File: config.mk
export PLATFORM = sky130hd
export DESIGN_NAME = conf_mul_seq_ctrl_flat
export DESIGN_NICKNAME = d
export VERILOG_FILES = /design/src/rtl/conf_mul_ctrl_pkg.sv /design/src/rtl/conf_mul_seq_ctrl_if.sv /design/src/rtl/conf_mul_warm_counter.sv /design/src/rtl/conf_mul_seq_ctrl.sv /design/src/flat_wrapper.sv
export SDC_FILE = /design/constraint.sdc
export NUM_CORES = 1
export LEC_CHECK = 0
export ABC_AREA = 1
export BUFFER_PORTS_ARGS = -buffer_cell sky130_fd_sc_hd__buf_2
export CAP_MARGIN = 20
export CORE_MARGIN = 1.5
export CORE_UTILIZATION = 44
export CTS_BUF_LIST = sky130_fd_sc_hd__clkbuf_8
export CTS_CLUSTER_SIZE = 14
export DETAILED_ROUTE_END_ITERATION = 12
export PLACE_DENSITY = 0.89
export SLEW_MARGIN = 20
export SYNTH_ARGS = -nofsm -noshare
export SYNTH_HDL_FRONTEND = slang
export SYNTH_SLANG_ARGS = --single-unit
export TNS_END_PERCENT = 20
File: constraint.sdc
create_clock -name clk -period 1.77 [get_ports clk]
set_clock_uncertainty 0.2 [all_clocks]
set_input_delay 0.354 -clock clk [delete_from_list [all_inputs] [get_ports clk]]
set_output_delay 0.354 -clock clk [all_outputs]
set_load 0.02 [all_outputs]
File: src/rtl/conf_mul_ctrl_pkg.sv
// Shared state codes, default timing parameters and helpers for the
// configurable-multiplier sequencer.
package conf_mul_ctrl_pkg;

  localparam logic [2:0] ST_IDLE  = 3'b000;
  localparam logic [2:0] ST_WARM  = 3'b001;
  localparam logic [2:0] ST_LOW   = 3'b010;
  localparam logic [2:0] ST_HIGH  = 3'b011;
  localparam logic [2:0] ST_DRAIN = 3'b100;
  localparam logic [2:0] ST_RESP  = 3'b101;

  typedef enum logic [2:0] {
    S_IDLE  = ST_IDLE,
    S_WARM  = ST_WARM,
    S_LOW   = ST_LOW,
    S_HIGH  = ST_HIGH,
    S_DRAIN = ST_DRAIN,
    S_RESP  = ST_RESP
  } ctrl_state_e;

  localparam int DEF_WARM_CYCLES = 64;
  localparam int DEF_RES_LAT     = 3;

  function automatic int calc_latency(input int warm_cycles, input int res_lat);
    return warm_cycles + res_lat + 4;
  endfunction

  localparam int LATENCY = calc_latency(DEF_WARM_CYCLES, DEF_RES_LAT);

  // Codes 110/111 never come out of a healthy wrapper.
  function automatic logic code_legal(input logic [2:0] code);
    return code <= ST_RESP;
  endfunction

endpackage

File: src/rtl/conf_mul_seq_ctrl_if.sv
// Operand and result handshakes between the kernel datapath (master) and the
// multiplier sequencer (slave).
interface conf_mul_seq_ctrl_if #(
  parameter int DPB = 24
);
  logic           op_valid;
  logic           op_ready;
  logic [DPB-1:0] op_a;
  logic [DPB-12:0] op_b;
  logic           apx_mode;
  logic           res_valid;
  logic           res_ready;
  logic [31:0]    res_p;

  modport master (
    output op_valid, op_a, op_b, apx_mode, res_ready,
    input  op_ready, res_valid, res_p
  );

  modport slave (
    input  op_valid, op_a, op_b, apx_mode, res_ready,
    output op_ready, res_valid, res_p
  );
endinterface

File: src/rtl/conf_mul_warm_counter.sv
// Warm-up cycle counter driving the wrapper's count0 input; holds its value
// unless cleared or enabled, and flags when it sits on the terminal count.
module conf_mul_warm_counter #(
  parameter int TERM = 63
) (
  input  logic       clk,
  input  logic       rst_n,
  input  logic       clr,
  input  logic       en,
  output logic [8:0] count,
  output logic       term
);

  localparam logic [8:0] TERM_CODE = 9'(TERM);

  always_ff @(posedge clk or negedge rst_n) begin
    if (!rst_n) begin
      count <= '0;
    end else if (clr) begin
      count <= '0;
    end else if (en) begin
      count <= count + 9'd1;
    end
  end

  assign term = (count == TERM_CODE);

endmodule

File: src/rtl/conf_mul_seq_ctrl.sv
// Sequencer stepping the configurable accurate/approximate multiplier wrapper
// through warm-up, low/high phases and drain, then returning the captured product.
//
//   state | meaning
//   IDLE  | wrapper product register held clear, waiting for an operand pair
//   WARM  | count0 advances while the wrapper reports WARM, until terminal
//   LOW   | wrapper processes the low half of the shifted operands
//   HIGH  | wrapper processes the high half; drain counter cleared
//   DRAIN | wait RES_LAT cycles for P to settle, capture on the last one
//   RESP  | hold res_p/res_valid until the consumer takes it
module conf_mul_seq_ctrl
  import conf_mul_ctrl_pkg::*;
#(
  parameter int OP_BITWIDTH        = 16,
  parameter int DATA_PATH_BITWIDTH = 24,
  parameter int WARM_CYCLES        = DEF_WARM_CYCLES,
  parameter int RES_LAT            = DEF_RES_LAT
) (
  input  logic                          clk,
  input  logic                          rstN,
  conf_mul_seq_ctrl_if.slave            bus,
  output logic [DATA_PATH_BITWIDTH-1:0]  A_to_mul,
  output logic [DATA_PATH_BITWIDTH-12:0] B_to_mul,
  output logic [2:0]                    state_to_mul,
  input  logic [2:0]                    state_from_mul,
  output logic [8:0]                    count0,
  input  logic [31:0]                   P_from_mul,
  output logic                          racc,
  output logic                          rapx,
  output logic                          rstP,
  output logic                          acc__sel
);

  localparam int DPB = DATA_PATH_BITWIDTH;
  localparam int DW  = (RES_LAT > 1) ? $clog2(RES_LAT) : 1;
  localparam logic [DW-1:0] DRAIN_LAST = DW'(RES_LAT - 1);

  if (OP_BITWIDTH < 1 || WARM_CYCLES < 1 || WARM_CYCLES > 512 || RES_LAT < 1) begin : g_bad_params
    $error("conf_mul_seq_ctrl: unsupported parameter set");
  end

  ctrl_state_e     state_q, state_d;
  logic            racc_q, racc_d;
  logic [DW-1:0]   drain_q, drain_d;
  logic [DPB-1:0]  a_q;
  logic [DPB-12:0] b_q;
  logic            apx_q;
  logic [31:0]     res_p_q;
  logic            res_valid_q;

  logic accept, capture, done, illegal;
  logic warm_clr, warm_en, warm_term;

  conf_mul_warm_counter #(
    .TERM (WARM_CYCLES - 1)
  ) u_warm_counter (
    .clk   (clk),
    .rst_n (rstN),
    .clr   (warm_clr),
    .en    (warm_en),
    .count (count0),
    .term  (warm_term)
  );

  always_ff @(posedge clk or negedge rstN) begin
    if (!rstN) begin
      state_q <= S_IDLE;
      racc_q  <= 1'b1;
      drain_q <= '0;
    end else begin
      state_q <= state_d;
      racc_q  <= racc_d;
      drain_q <= drain_d;
    end
  end

  always_comb begin
    state_d  = state_q;
    racc_d   = 1'b0;
    drain_d  = drain_q;
    accept   = 1'b0;
    capture  = 1'b0;
    done     = 1'b0;
    illegal  = !code_legal(state_from_mul);
    warm_clr = 1'b0;
    warm_en  = 1'b0;

    case (state_q)
      S_IDLE: begin
        if (bus.op_valid && bus.op_ready) begin
          accept   = 1'b1;
          warm_clr = 1'b1;
          state_d  = S_WARM;
        end
      end
      S_WARM: begin
        // The wrapper's own WARM report gates counting, so its echo delay is tolerated.
        if (state_from_mul == ST_WARM) begin
          if (warm_term) state_d = S_LOW;
          else           warm_en = 1'b1;
        end
      end
      S_LOW:  state_d = S_HIGH;
      S_HIGH: begin
        drain_d = '0;
        state_d = S_DRAIN;
      end
      S_DRAIN: begin
        if (drain_q == DRAIN_LAST) begin
          capture = 1'b1;
          state_d = S_RESP;
        end else begin
          drain_d = drain_q + DW'(1);
        end
      end
      S_RESP: begin
        if (bus.res_ready) begin
          done    = 1'b1;
          state_d = S_IDLE;
        end
      end
      default: illegal = 1'b1;
    endcase

    if (illegal) begin
      state_d  = S_IDLE;
      racc_d   = 1'b1;
      warm_clr = 1'b1;
      warm_en  = 1'b0;
      accept   = 1'b0;
      capture  = 1'b0;
      done     = 1'b0;
    end
  end

  always_ff @(posedge clk or negedge rstN) begin
    if (!rstN) begin
      a_q         <= '0;
      b_q         <= '0;
      apx_q       <= 1'b0;
      res_p_q     <= '0;
      res_valid_q <= 1'b0;
    end else begin
      if (accept) begin
        a_q   <= bus.op_a;
        b_q   <= bus.op_b;
        apx_q <= bus.apx_mode;
      end
      if (capture) begin
        res_p_q     <= P_from_mul;
        res_valid_q <= 1'b1;
      end else if (done || illegal) begin
        res_valid_q <= 1'b0;
      end
    end
  end

  assign bus.op_ready  = (state_q == S_IDLE) && !racc_q;
  assign bus.res_valid = res_valid_q;
  assign bus.res_p     = res_p_q;

  assign A_to_mul     = a_q;
  assign B_to_mul     = b_q;
  assign state_to_mul = state_q;
  assign racc         = racc_q;
  assign rapx         = apx_q;
  assign acc__sel     = ~apx_q;
  assign rstP         = (state_q == S_IDLE);

endmodule
File: src/flat_wrapper.sv
// flat-port wrapper written by rule: the top's interface ports become plain ports
module conf_mul_seq_ctrl_flat import conf_mul_ctrl_pkg::*;
#(
  parameter int OP_BITWIDTH        = 16,
  parameter int DATA_PATH_BITWIDTH = 24,
  parameter int WARM_CYCLES        = DEF_WARM_CYCLES,
  parameter int RES_LAT            = DEF_RES_LAT
)
  (clk, rstN, A_to_mul, B_to_mul, state_to_mul, state_from_mul, count0, P_from_mul, racc, rapx, rstP, acc__sel, bus_op_valid, bus_op_a, bus_op_b, bus_apx_mode, bus_res_ready, bus_op_ready, bus_res_valid, bus_res_p);
  conf_mul_seq_ctrl_if bus_i ();
  input  logic clk;
  input  logic rstN;
  output logic [DATA_PATH_BITWIDTH-1:0] A_to_mul;
  output logic [DATA_PATH_BITWIDTH-12:0] B_to_mul;
  output logic [2:0] state_to_mul;
  input  logic [2:0] state_from_mul;
  output logic [8:0] count0;
  input  logic [31:0] P_from_mul;
  output logic racc;
  output logic rapx;
  output logic rstP;
  output logic acc__sel;
  input wire logic [$bits(bus_i.op_valid)-1:0] bus_op_valid;
  input wire logic [$bits(bus_i.op_a)-1:0] bus_op_a;
  input wire logic [$bits(bus_i.op_b)-1:0] bus_op_b;
  input wire logic [$bits(bus_i.apx_mode)-1:0] bus_apx_mode;
  input wire logic [$bits(bus_i.res_ready)-1:0] bus_res_ready;
  output wire logic [$bits(bus_i.op_ready)-1:0] bus_op_ready;
  output wire logic [$bits(bus_i.res_valid)-1:0] bus_res_valid;
  output wire logic [$bits(bus_i.res_p)-1:0] bus_res_p;
  assign bus_i.op_valid = bus_op_valid;
  assign bus_i.op_a = bus_op_a;
  assign bus_i.op_b = bus_op_b;
  assign bus_i.apx_mode = bus_apx_mode;
  assign bus_i.res_ready = bus_res_ready;
  assign bus_op_ready = bus_i.op_ready;
  assign bus_res_valid = bus_i.res_valid;
  assign bus_res_p = bus_i.res_p;
  conf_mul_seq_ctrl #(.OP_BITWIDTH(OP_BITWIDTH), .DATA_PATH_BITWIDTH(DATA_PATH_BITWIDTH), .WARM_CYCLES(WARM_CYCLES), .RES_LAT(RES_LAT)) u_core (.clk(clk), .rstN(rstN), .bus(bus_i), .A_to_mul(A_to_mul), .B_to_mul(B_to_mul), .state_to_mul(state_to_mul), .state_from_mul(state_from_mul), .count0(count0), .P_from_mul(P_from_mul), .racc(racc), .rapx(rapx), .rstP(rstP), .acc__sel(acc__sel));
endmodule
==> results of run 1 <==
[metal layers]
metal | vias to the layer above | track usage [%] | wire (um)
li1 | 1768 | - | -
met1 | 1712 | 25.1 | 4050
met2 | 151 | 37.7 | 4850
met3 | 14 | 4.59 | 642
met4 | 0 | 8.21 | 148
met5 | - | 0 | 0
[worst min-delay path by stage]
stage                  from                             end  slack, ns
3_3_place_gp           rstN  u_core.u_warm_counter.count[7]        0.1
2_1_floorplan          rstN              u_core.A_to_mul[0]      -0.14
4_1_cts         bus_op_a[1]              u_core.A_to_mul[1]     0.0001
5_1_grt         bus_op_a[2]              u_core.A_to_mul[2]     0.0007
6_report       bus_op_b[11]             u_core.B_to_mul[11]       0.02
3_5_place_dp           rstN  u_core.u_warm_counter.count[4]       0.10
[worst max-delay path: stages, from the launching register on]
cell and delay, ns:
dfrtp_1 0.38, buf_4 0.16, nor3_2 0.20, buf_4 0.17
[layout make-up]
cell class / instances / area, sq um / area share (%)
sequential: 86 / 2160 / 40.9
multi-input combinational: 274 / 1290 / 24.5
timing repair buffer: 206 / 1260 / 24.0
inverter: 54 / 205 / 3.89
clock buffer: 10 / 138 / 2.61
tap: 105 / 131 / 2.49
clock inverter: 6 / 86.3 / 1.64
[flip-flops by register name, indices dropped and copies added (netlist names)]
signal	cells
u_core.bus.res_p	32
u_core.bus.res_valid	1
u_core.drain_q	2
u_core.state_to_mul	3
u_core.A_to_mul	24
u_core.racc	1
u_core.rapx	1
u_core.u_warm_counter.count	9
u_core.B_to_mul	13
[repair_timing]
item                                   CTS  global route
gates cloned                             1             1
buffers inserted                         8             3
pin swaps                                5             3
setup endpoints to repair                2            75
hold buffers                             8             0
gates resized for setup                  9            16
endpoints found under the hold margin   32             0
[cells by family (layout without fill, tap and decap cells)]
kind of cell	Yosys count	in the layout	synth area share, %
AOI/OAI and AO/OA	78	78	11.1
xor gates and xnor gates	1	1	0.235
adders and majority gates	2	2	0.672
DFF	86	86	57.9
buffers and inverters	75	276	8.68
and+or+nand+nor	193	193	21.5
[report_power, final]
group,switching [uW],internal (uW)
logic,2450,1450
clock network,672,832
registers,388,2710
total,3510,4990
[metrics by stage]
stage	worst slack, ns	utilization (%)
floorplan	-0.0000768	-
global placement	0.119	57.9
detailed placement	0.0515	57.9
CTS	-0.0109	63.1
global route	-0.0620	64.2
finish	-0.0253	64.2
[layout by cell type, fill, tap and decap left out, types with 5 or more instances in the layout]
cell type        n
buf_2          160
dlygate4sd3_1    8
nand4_1         11
o21ai_1         30
inv_1           50
buf_4           28
clkbuf_8        10
dfrtp_1         83
nand3_1         15
buf_6            5
nand2_1        139
nor2_1           9
o21ai_0         44
==> results.tsv, run 1 <==
stage	metric	value	unit
outcome	status	finished with violations	
outcome	failing checks	setup timing	
setup_path	Setup CP Type	reg -> out	
logic_synthesis	Syn Nets	514	
routing	DR WL/cell	13.1	um
setup_path	reg-to-reg setup timing slack	0.04	ns
clocking	clock tree buffer depth	2	
sta	Fmax	0.557	GHz
sta	Fin. Hold Viols	0	
setup_path	Req. time, crit path	1.22	ns
routing	DRT Pass-1 Iters	4	
placement	placed cell count	704	
routing	initial DRC count	204	
power	LEAKAGE	0.00307	uW
sta	Final period util	101	%
logic_synthesis	Async SR Flop Fraction	100	%
finish	synth-to-layout area growth	41.8	%
floorplan	row cnt	33	
finish	share of cells above drive strength 1	37.4	%
global_route	first-pass GRT wire length	15000	um
finish	Final nets	710	
logic_synthesis	Syn Inst Count	435	
setup_path	Worst Setup Start Kind	register	
sta	setup ws final	-0.0253	ns
finish	non-filler cells, final	741	
setup_path	reg-to-reg endpoint	u_core.bus.res_p[31]	
setup_path	Critical Path Start	u_core.state_to_mul[2]	
routing	DR vias	3645	
run	Maximum Capacitance Violations	0	
clocking	clk_lat worst skew	0.33	ns
routing	# DRC	0	
global_route	initial antenna violation count	0	
floorplan	Starting Density	45.3	%
clocking	Root Buffer	clkbuf_8	
logic_synthesis	mean instance size in the synthesized netlist	8.55	sq um
setup_path	worst r2r path cells	8	
clocking	Clock transition at path regs	0.08	ns
sta	post-route setup TNS	-0.0253	ns
sta	RSZ-0062 raised after global routing	yes	
floorplan	die area	9020	sq um
floorplan	Core Region	8220	sq um
clocking	H-tree levels	3	
finish	Filler Cell Count	688	
power	Peak supply drop	0.00107	V
clocking	clock sinks	86	
placement	Buffers on Ports	163	
power	PnR Total Power	8500	uW
floorplan	die width	95.0	um
setup_path	crit path capture type	output port	
sta	final setup fails	1	
logic_synthesis	YS warnings	0	
sta	Final min period	1.80	ns
global_route	total track usage	21.3	%
global_route	grt ovf	0	
setup_path	crit path max fanout	6	
sta	final slew viol count	0	
logic_synthesis	Main synth FF type	dfrtp_1	
power	PwrDens	1610	nW/um^2
finish	Finished Cell Area	5280	sq um
sta	Slew HR	72.9	%
clocking	CTS tree	done	
global_route	vias in the first global route	3352	
routing	Vias per Instance	4.92	
placement	GPL Wtd Cong	0.905	
setup_path	Setup crit end	bus_op_ready	
logic_synthesis	leading area contributor after synthesis	dfrtp_1	
min_path	WHS Path Cells	3	
placement	HPWL after DPL	6660	um
setup_path	WP data arrival	1.24	ns
routing	Routed WL	9690	um
clocking	CTS Buf Count	9	
logic_synthesis	top-count cell post-synth	nand2_1	
floorplan	IO Pins	164	
routing	Antenna Nets Post-Route	0	
floorplan	Die H	95.0	um
logic_synthesis	Post-synth EDFFs	0	
logic_synthesis	#FFs+latches synth	86	
sta	worst slew pin tran	0.407	ns
logic_synthesis	Seq/Total Area, Yosys	57.9	%
finish	Antenna Cells	0	
placement	Area after DPL	4760	sq um
logic_synthesis	Synth area leaders	dfrtp_1 (57%), nand2_1 (14%), o21ai_0 (6.2%)	
sta	Worst Hold Margin	0.0174	ns
logic_synthesis	Synth Cell Area	3720	sq um
logic_synthesis	Commonest cells post-synth	nand2_1 (141), dfrtp_1 (85), inv_1 (52), o21ai_0 (46), o21ai_1 (28)	
setup_path	start of the worst register-to-register path	u_core.state_to_mul[1]	
min_path	Hold Path Class	in -> reg	
logic_synthesis	Unique masters post-synth	26	
global_route	largest net degree at the start of global routing	66	
logic_synthesis	Synth top area share	57.2	%
(Power assumes the default switching activity.)
==> inputs of run 2 (changes only) <==
Settings changed: TNS_END_PERCENT 20 to unset.
==> results.tsv, run 2 (same netlist as run 1, synthesis figures left out) <==
stage	metric	value	unit	change
outcome	status	finished with violations		
outcome	failing checks	setup timing		
global_route	largest net degree at the start of global routing	66		unchanged
sta	final slew viol count	0		unchanged
sta	Fmax	0.565	GHz	+1.4%
placement	Area after DPL	4760	sq um	unchanged
sta	Final min period	1.77	ns	-0.0243 ns
floorplan	Starting Density	45.3	%	unchanged
floorplan	row cnt	33		unchanged
clocking	clk_lat worst skew	0.33	ns	about the same
power	Comb power frac	46.3	%	+0.5 points
sta	setup ws final	-0.00103	ns	+0.0243 ns
finish	most common cell after layout, fill and taps aside	buf_2		
run	Maximum Capacitance Violations	0		unchanged
setup_path	reg-to-reg setup timing slack	0.01	ns	-0.03 ns
finish	commonest cells after routing, fill and taps aside	buf_2 (159), nand2_1 (139), dfrtp_1 (83)		
sta	final setup fails	1		unchanged
power	PwrDens	1600	nW/um^2	-0.72%
setup_path	Req. time, crit path	1.22	ns	about the same
finish	Finished Cell Area	5370	sq um	+1.8%
power	Reg power frac	36.2	%	-0.3 points
min_path	hold path startpoint	bus_op_b[11]		
setup_path	Setup CP Type	reg -> out		
clocking	CTS tree	done		
global_route	first-pass GRT wire length	15000	um	unchanged
floorplan	die width	95.0	um	unchanged
routing	initial DRC count	230		+13%
power	PnR Total Power	8590	uW	+1.1%
finish	Final nets	715		+0.70%
sta	worst slew pin tran	0.397	ns	-0.0101 ns
sta	RSZ-0062 raised after global routing	yes		
finish	share of cells above drive strength 1	37.9	%	+0.49 points
routing	Vias per Instance	4.95		+0.58%
setup_path	worst r2r path cells	8		unchanged
setup_path	crit path capture type	output port		
global_route	grt ovf	0		unchanged
placement	GPL Wtd Cong	0.905		unchanged
setup_path	crit-path cells	inv_2, nand2_2, nor3_2, buf_4		
routing	DRT Pass-1 Iters	4		unchanged
finish	Antenna Cells	0		unchanged
placement	HPWL after DPL	6660	um	unchanged
routing	Routed WL	10300	um	+6.0%
finish	synth-to-layout area growth	44.4	%	
placement	DP Worst Slack	0.0515	ns	unchanged
clocking	Clock transition at path regs	0.09	ns	about the same
floorplan	Die H	95.0	um	unchanged
min_path	Hold Path Class	in -> reg		
setup_path	Worst Setup Start Kind	register		
floorplan	die area	9020	sq um	unchanged
placement	Buffers on Ports	163		unchanged
setup_path	Buf/Inv on CP	2		unchanged
clocking	Root Buffer	clkbuf_8		
setup_path	CP top delay family	flip-flops		
routing	# DRC	0		unchanged
sta	Fin. Hold Viols	0		unchanged
clocking	CTS Buf Count	9		unchanged
sta	Final period util	100	%	-1.4 points
min_path	hold endpoint	u_core.B_to_mul[11]		
routing	DR WL/cell	13.8	um	+5.3%
setup_path	WP data arrival	1.22	ns	-0.02 ns
power	Int Pwr	5040	uW	+0.99%
setup_path	WP depth	4		+1
clocking	H-tree levels	3		unchanged
power	clock group share of total power	17.5	%	-0.2 points
power	Sw Ratio	41.3	%	+0.044 points
setup_path	crit-path max cell delay	0.42	ns	+0.04 ns
setup_path	crit path max fanout	3		-3
global_route	total track usage	21.3	%	unchanged
clocking	clock sinks	86		unchanged
power	switching power	3550	uW	+1.2%
min_path	WHS Path Cells	3		unchanged
routing	Antenna Nets Post-Route	0		unchanged
sta	Slew HR	73.6	%	+0.68 points
setup_path	Crit-path slowest cell	dfrtp_1		
power	Peak supply drop	0.00108	V	+0.64%
floorplan	IO Pins	164		unchanged
power	LEAKAGE	0.00312	uW	+1.6%
finish	max FFs per register	32		unchanged
setup_path	reg-to-reg endpoint	u_core.bus.res_p[0]		
setup_path	start of the worst register-to-register path	u_core.state_to_mul[1]		
global_route	initial antenna violation count	0		unchanged
routing	DR vias	3691		+1.3%
global_route	vias in the first global route	3352		unchanged
floorplan	Core Region	8220	sq um	unchanged
clocking	clock tree buffer depth	2		unchanged
run 2: how the worst max path moves through the flow:
| stage | slack, ns | endpoint | start |
|---|---|---|---|
| 6_report | -0.001 | bus_op_ready | u_core.state_to_mul[0] |
| 5_1_grt | -0.05 | bus_op_ready | u_core.state_to_mul[0] |
| 4_1_cts | -0.01 | bus_op_ready | u_core.state_to_mul[0] |
| 3_5_place_dp | 0.05 | u_core.u_warm_counter.count[3] | u_core.u_warm_counter.count[0] |
| 3_3_place_gp | 0.12 | u_core.bus.res_p[18] | u_core.state_to_mul[1] |
| 2_1_floorplan | -0.00008 | u_core.state_to_mul[0] | u_core.state_to_mul[1] |
run 2: final cells by class:
type                       instances  area (sq um)
clock inverter                     6          86.3
fill                             673          2850
sequential                        86          2160
multi-input combinational        274          1300
timing repair buffer             211          1360
tap                              105           131
clock buffer                      10           138
inverter                          54           205
run 2: what timing repair did:
item	CTS	global route
resized for setup	9	23
pin swaps	5	3
hold buffers	8	0
cloned	1	5
endpoints found under the hold margin	32	0
endpoints found under the setup margin	2	75
setup buffers	8	4
run 2: routing by layer:
metal	share of wire (%)	global-route usage, %	vias to the layer above
li1	-	-	1783
met1	41	25.1	1741
met2	51	37.7	149
met3	6.2	4.59	18
met4	2.0	8.21	0
met5	0	0	-
run 2: power by group through the flow:
stage               Sequential, uW  Combinational, uW  Clock (uW)
CTS                           3100               3740        1550
global placement              3090               3380           0
global route                  3180               4350        1630
detailed placement            3130               3500           0
floorplan                     4040               1210           0
finish                        3110               3980        1510
run 2: metrics by stage:
stage                     util [%]  setup TNS (ns)  cells  hold WS [ns]
after floorplan                  -       -0.000154    435        -0.142
after global placement        57.9               0    704        0.0997
after detailed placement      57.9               0    704         0.104
after CTS                     63.1         -0.0116    737      0.000117
after global routing          65.4          -0.642    746      0.000745
final                         65.4        -0.00103    746        0.0163
run 2: worst register-to-register path: stages (launching register included):
cell       delay, ns
dfrtp_1         0.37
inv_2           0.05
buf_4           0.15
o22ai_4         0.25
inv_2           0.11
nand3_2         0.19
clkbuf_16       0.21
nand2_1         0.06
o21ai_1         0.09
==> inputs of run 3 (changes only) <==
Settings changed: CORE_UTILIZATION 44 to 49, PLACE_DENSITY 0.89 to 0.93.
Clock period 1.77 ns to 1.8 ns, I/O delays scaled along.
==> results.tsv, run 3 (same netlist as run 1, synthesis figures left out) <==
stage	metric	value	unit	change
sta	Final min period	1.84	ns	
outcome	status	finished with violations		
placement	placed cell count	697		-0.99%
setup_path	reg-to-reg endpoint	u_core.u_warm_counter.count[7]		
setup_path	WP data arrival	1.86	ns	+0.64 ns
finish	FF/Latch Area	2160	sq um	unchanged
floorplan	Starting Density	51.0	%	+5.7 points
global_route	first-pass GRT wire length	15900	um	+5.9%
floorplan	row cnt	31		-6.1%
global_route	initial antenna violation count	0		unchanged
placement	Buffers on Ports	163		unchanged
floorplan	die area	8130	sq um	-9.9%
sta	Fmax	0.544	GHz	
routing	Antenna Nets Post-Route	0		unchanged
outcome	failing checks	setup timing		
routing	DR WL/cell	14.5	um	+5.6%
min_path	hold endpoint	u_core.A_to_mul[0]		
sta	Slew HR	80.5	%	+7.0 points
setup_path	worst r2r path cells	8		unchanged
sta	Fin. Hold Viols	0		unchanged
sta	Final period util	102	%	
setup_path	Req. time, crit path	1.82	ns	+0.60 ns
placement	GPL Wtd Cong	0.838		-7.3%
power	Int Pwr	5040	uW	about the same
sta	final slew viol count	0		unchanged
setup_path	Crit-path slowest cell	dfrtp_1		
setup_path	Critical Path Start	u_core.state_to_mul[1]		
clocking	clock tree buffer depth	2		unchanged
placement	HPWL after DPL	6750	um	+1.4%
global_route	total track usage	23.8	%	+2.5 points
min_path	hold path startpoint	bus_op_a[0]		
placement	DP Worst Slack	-0.00533	ns	-0.0568 ns
sta	final setup fails	5		+4
power	Comb power frac	47.7	%	+1.4 points
clocking	CTS tree	done		
global_route	grt ovf	0		unchanged
floorplan	die width	90.1	um	-5.1%
setup_path	Worst Setup Start Kind	register		
finish	synth-to-layout area growth	45.7	%	
power	Peak supply drop	0.000875	V	-19%
setup_path	start of the worst register-to-register path	u_core.state_to_mul[1]		
finish	Antenna Cells	0		unchanged
routing	# DRC	0		unchanged
finish	Filler Cell Count	525		-22%
clocking	Root Buffer	clkbuf_8		
clocking	clk_lat worst skew	0.34	ns	about the same
sta	RSZ-0062 raised after global routing	yes		
setup_path	cell mode on critical path	nand4_1		
global_route	largest net degree at the start of global routing	66		unchanged
finish	non-filler cells, final	737		-1.2%
clocking	Clock transition at path regs	0.09	ns	about the same
floorplan	Core Region	7290	sq um	-11%
sta	setup ws final	-0.0374	ns	-0.0364 ns
run	Maximum Capacitance Violations	0		unchanged
setup_path	reg-to-reg setup timing slack	-0.04	ns	-0.05 ns
power	switching power	3700	uW	+4.1%
finish	Util after Layout	74.3	%	+9.0 points
floorplan	IO Pins	164		unchanged
min_path	WHS Path Cells	3		unchanged
setup_path	crit-path cells	buf_4, nor2_4, nand4_1, buf_6, nand2_4, clkinvlp_4, nand4_1, nand2_1		
power	LEAKAGE	0.00310	uW	-0.51%
power	PnR Total Power	8740	uW	+1.7%
clocking	CTS Buf Count	9		unchanged
power	clock group share of total power	17.2	%	-0.3 points
sta	Worst Hold Margin	0.0158	ns	-0.000526 ns
finish	commonest cells after routing, fill and taps aside	buf_2 (160), nand2_1 (136), dfrtp_1 (83)		
routing	initial DRC count	218		-5.2%
min_path	Hold Path Class	in -> reg		
setup_path	crit-path max cell delay	0.43	ns	about the same
setup_path	Setup CP Type	reg -> reg		
finish	Multi-input gate area	1380	sq um	+6.2%
power	PwrDens	1610	nW/um^2	+0.75%
finish	Final nets	712		-0.42%
clocking	H-tree levels	3		unchanged
finish	most common cell after layout, fill and taps aside	buf_2		
routing	DR vias	3732		+1.1%
routing	DRT Pass-1 Iters	5		+1
routing	Routed WL	10700	um	+4.3%
sta	worst slew pin tran	0.290	ns	-0.107 ns
power	Reg power frac	35.1	%	-1.1 points
setup_path	crit path capture type	register		
power	Sw Ratio	42.3	%	+0.99 points
setup_path	crit path max fanout	8		+5
finish	max FFs per register	32		unchanged
finish	share of cells above drive strength 1	40.1	%	+2.2 points
floorplan	Die H	90.1	um	-5.1%
clocking	clock sinks	86		unchanged
global_route	vias in the first global route	3524		+5.1%
routing	Vias per Instance	5.06		+2.3%
-- run 3: critical path, delay by kind of cell, from the launching register on --
family | cells | cell delay [ns]
buffers and inverters | 3 | 0.52
flip-flops | 1 | 0.43
AND/OR/NAND/NOR | 5 | 0.56
-- run 3: worst max path at each step --
stage	endpoint	cells past startpoint	slack, ns
2_1_floorplan	u_core.state_to_mul[0]	8	0.03
3_3_place_gp	u_core.bus.res_p[18]	7	0.10
3_5_place_dp	u_core.bus.res_p[16]	7	-0.005
4_1_cts	bus_op_ready	5	-0.06
5_1_grt	u_core.u_warm_counter.count[7]	8	-0.11
6_report	u_core.u_warm_counter.count[7]	8	-0.04
-- run 3: what timing repair did --
item / 4_1_cts / 5_1_grt
setup endpoints to repair: 9 / 85
endpoints found under the hold margin: 30 / 3
gates resized for setup: 10 / 49
gates cloned: 0 / 4
pin swaps: 3 / 7
hold buffers: 1 / 3
buffers inserted: 7 / 9
-- run 3: final cells by class --
cell class,count,share of cell area [%]
clock inverters,6,1.59
clock buffers,10,2.54
multi-input cells,274,25.5
repair inverters,1,0.139
inverters,54,3.90
flip-flops and latches,86,39.8
repair buffers,207,24.3
well taps,99,2.29
-- run 3: metal layers --
metal,vias to the layer above,GRT usage [%],share of wire (%)
met4,0,4.76,2.1
li1,1778,-,-
met3,23,5.75,5.8
met2,177,41.4,51
met5,-,0,0
met1,1754,30.4,41
-- run 3: power by group through the flow --
stage	clock [uW]	combinational (uW)	sequential (uW)
global route	1630	4500	3150
CTS	1530	3670	3050
global placement	0	3360	3040
detailed placement	0	3480	3070
floorplan	0	1190	3980
finish	1500	4170	3070
-- run 3: per-stage QoR --
stage	area (sq um)	setup TNS, ns
final	5420	-0.0716
after global placement	4780	0
after CTS	5100	-0.0592
after floorplan	3720	0
after global routing	5420	-2.58
after detailed placement	4780	-0.00818
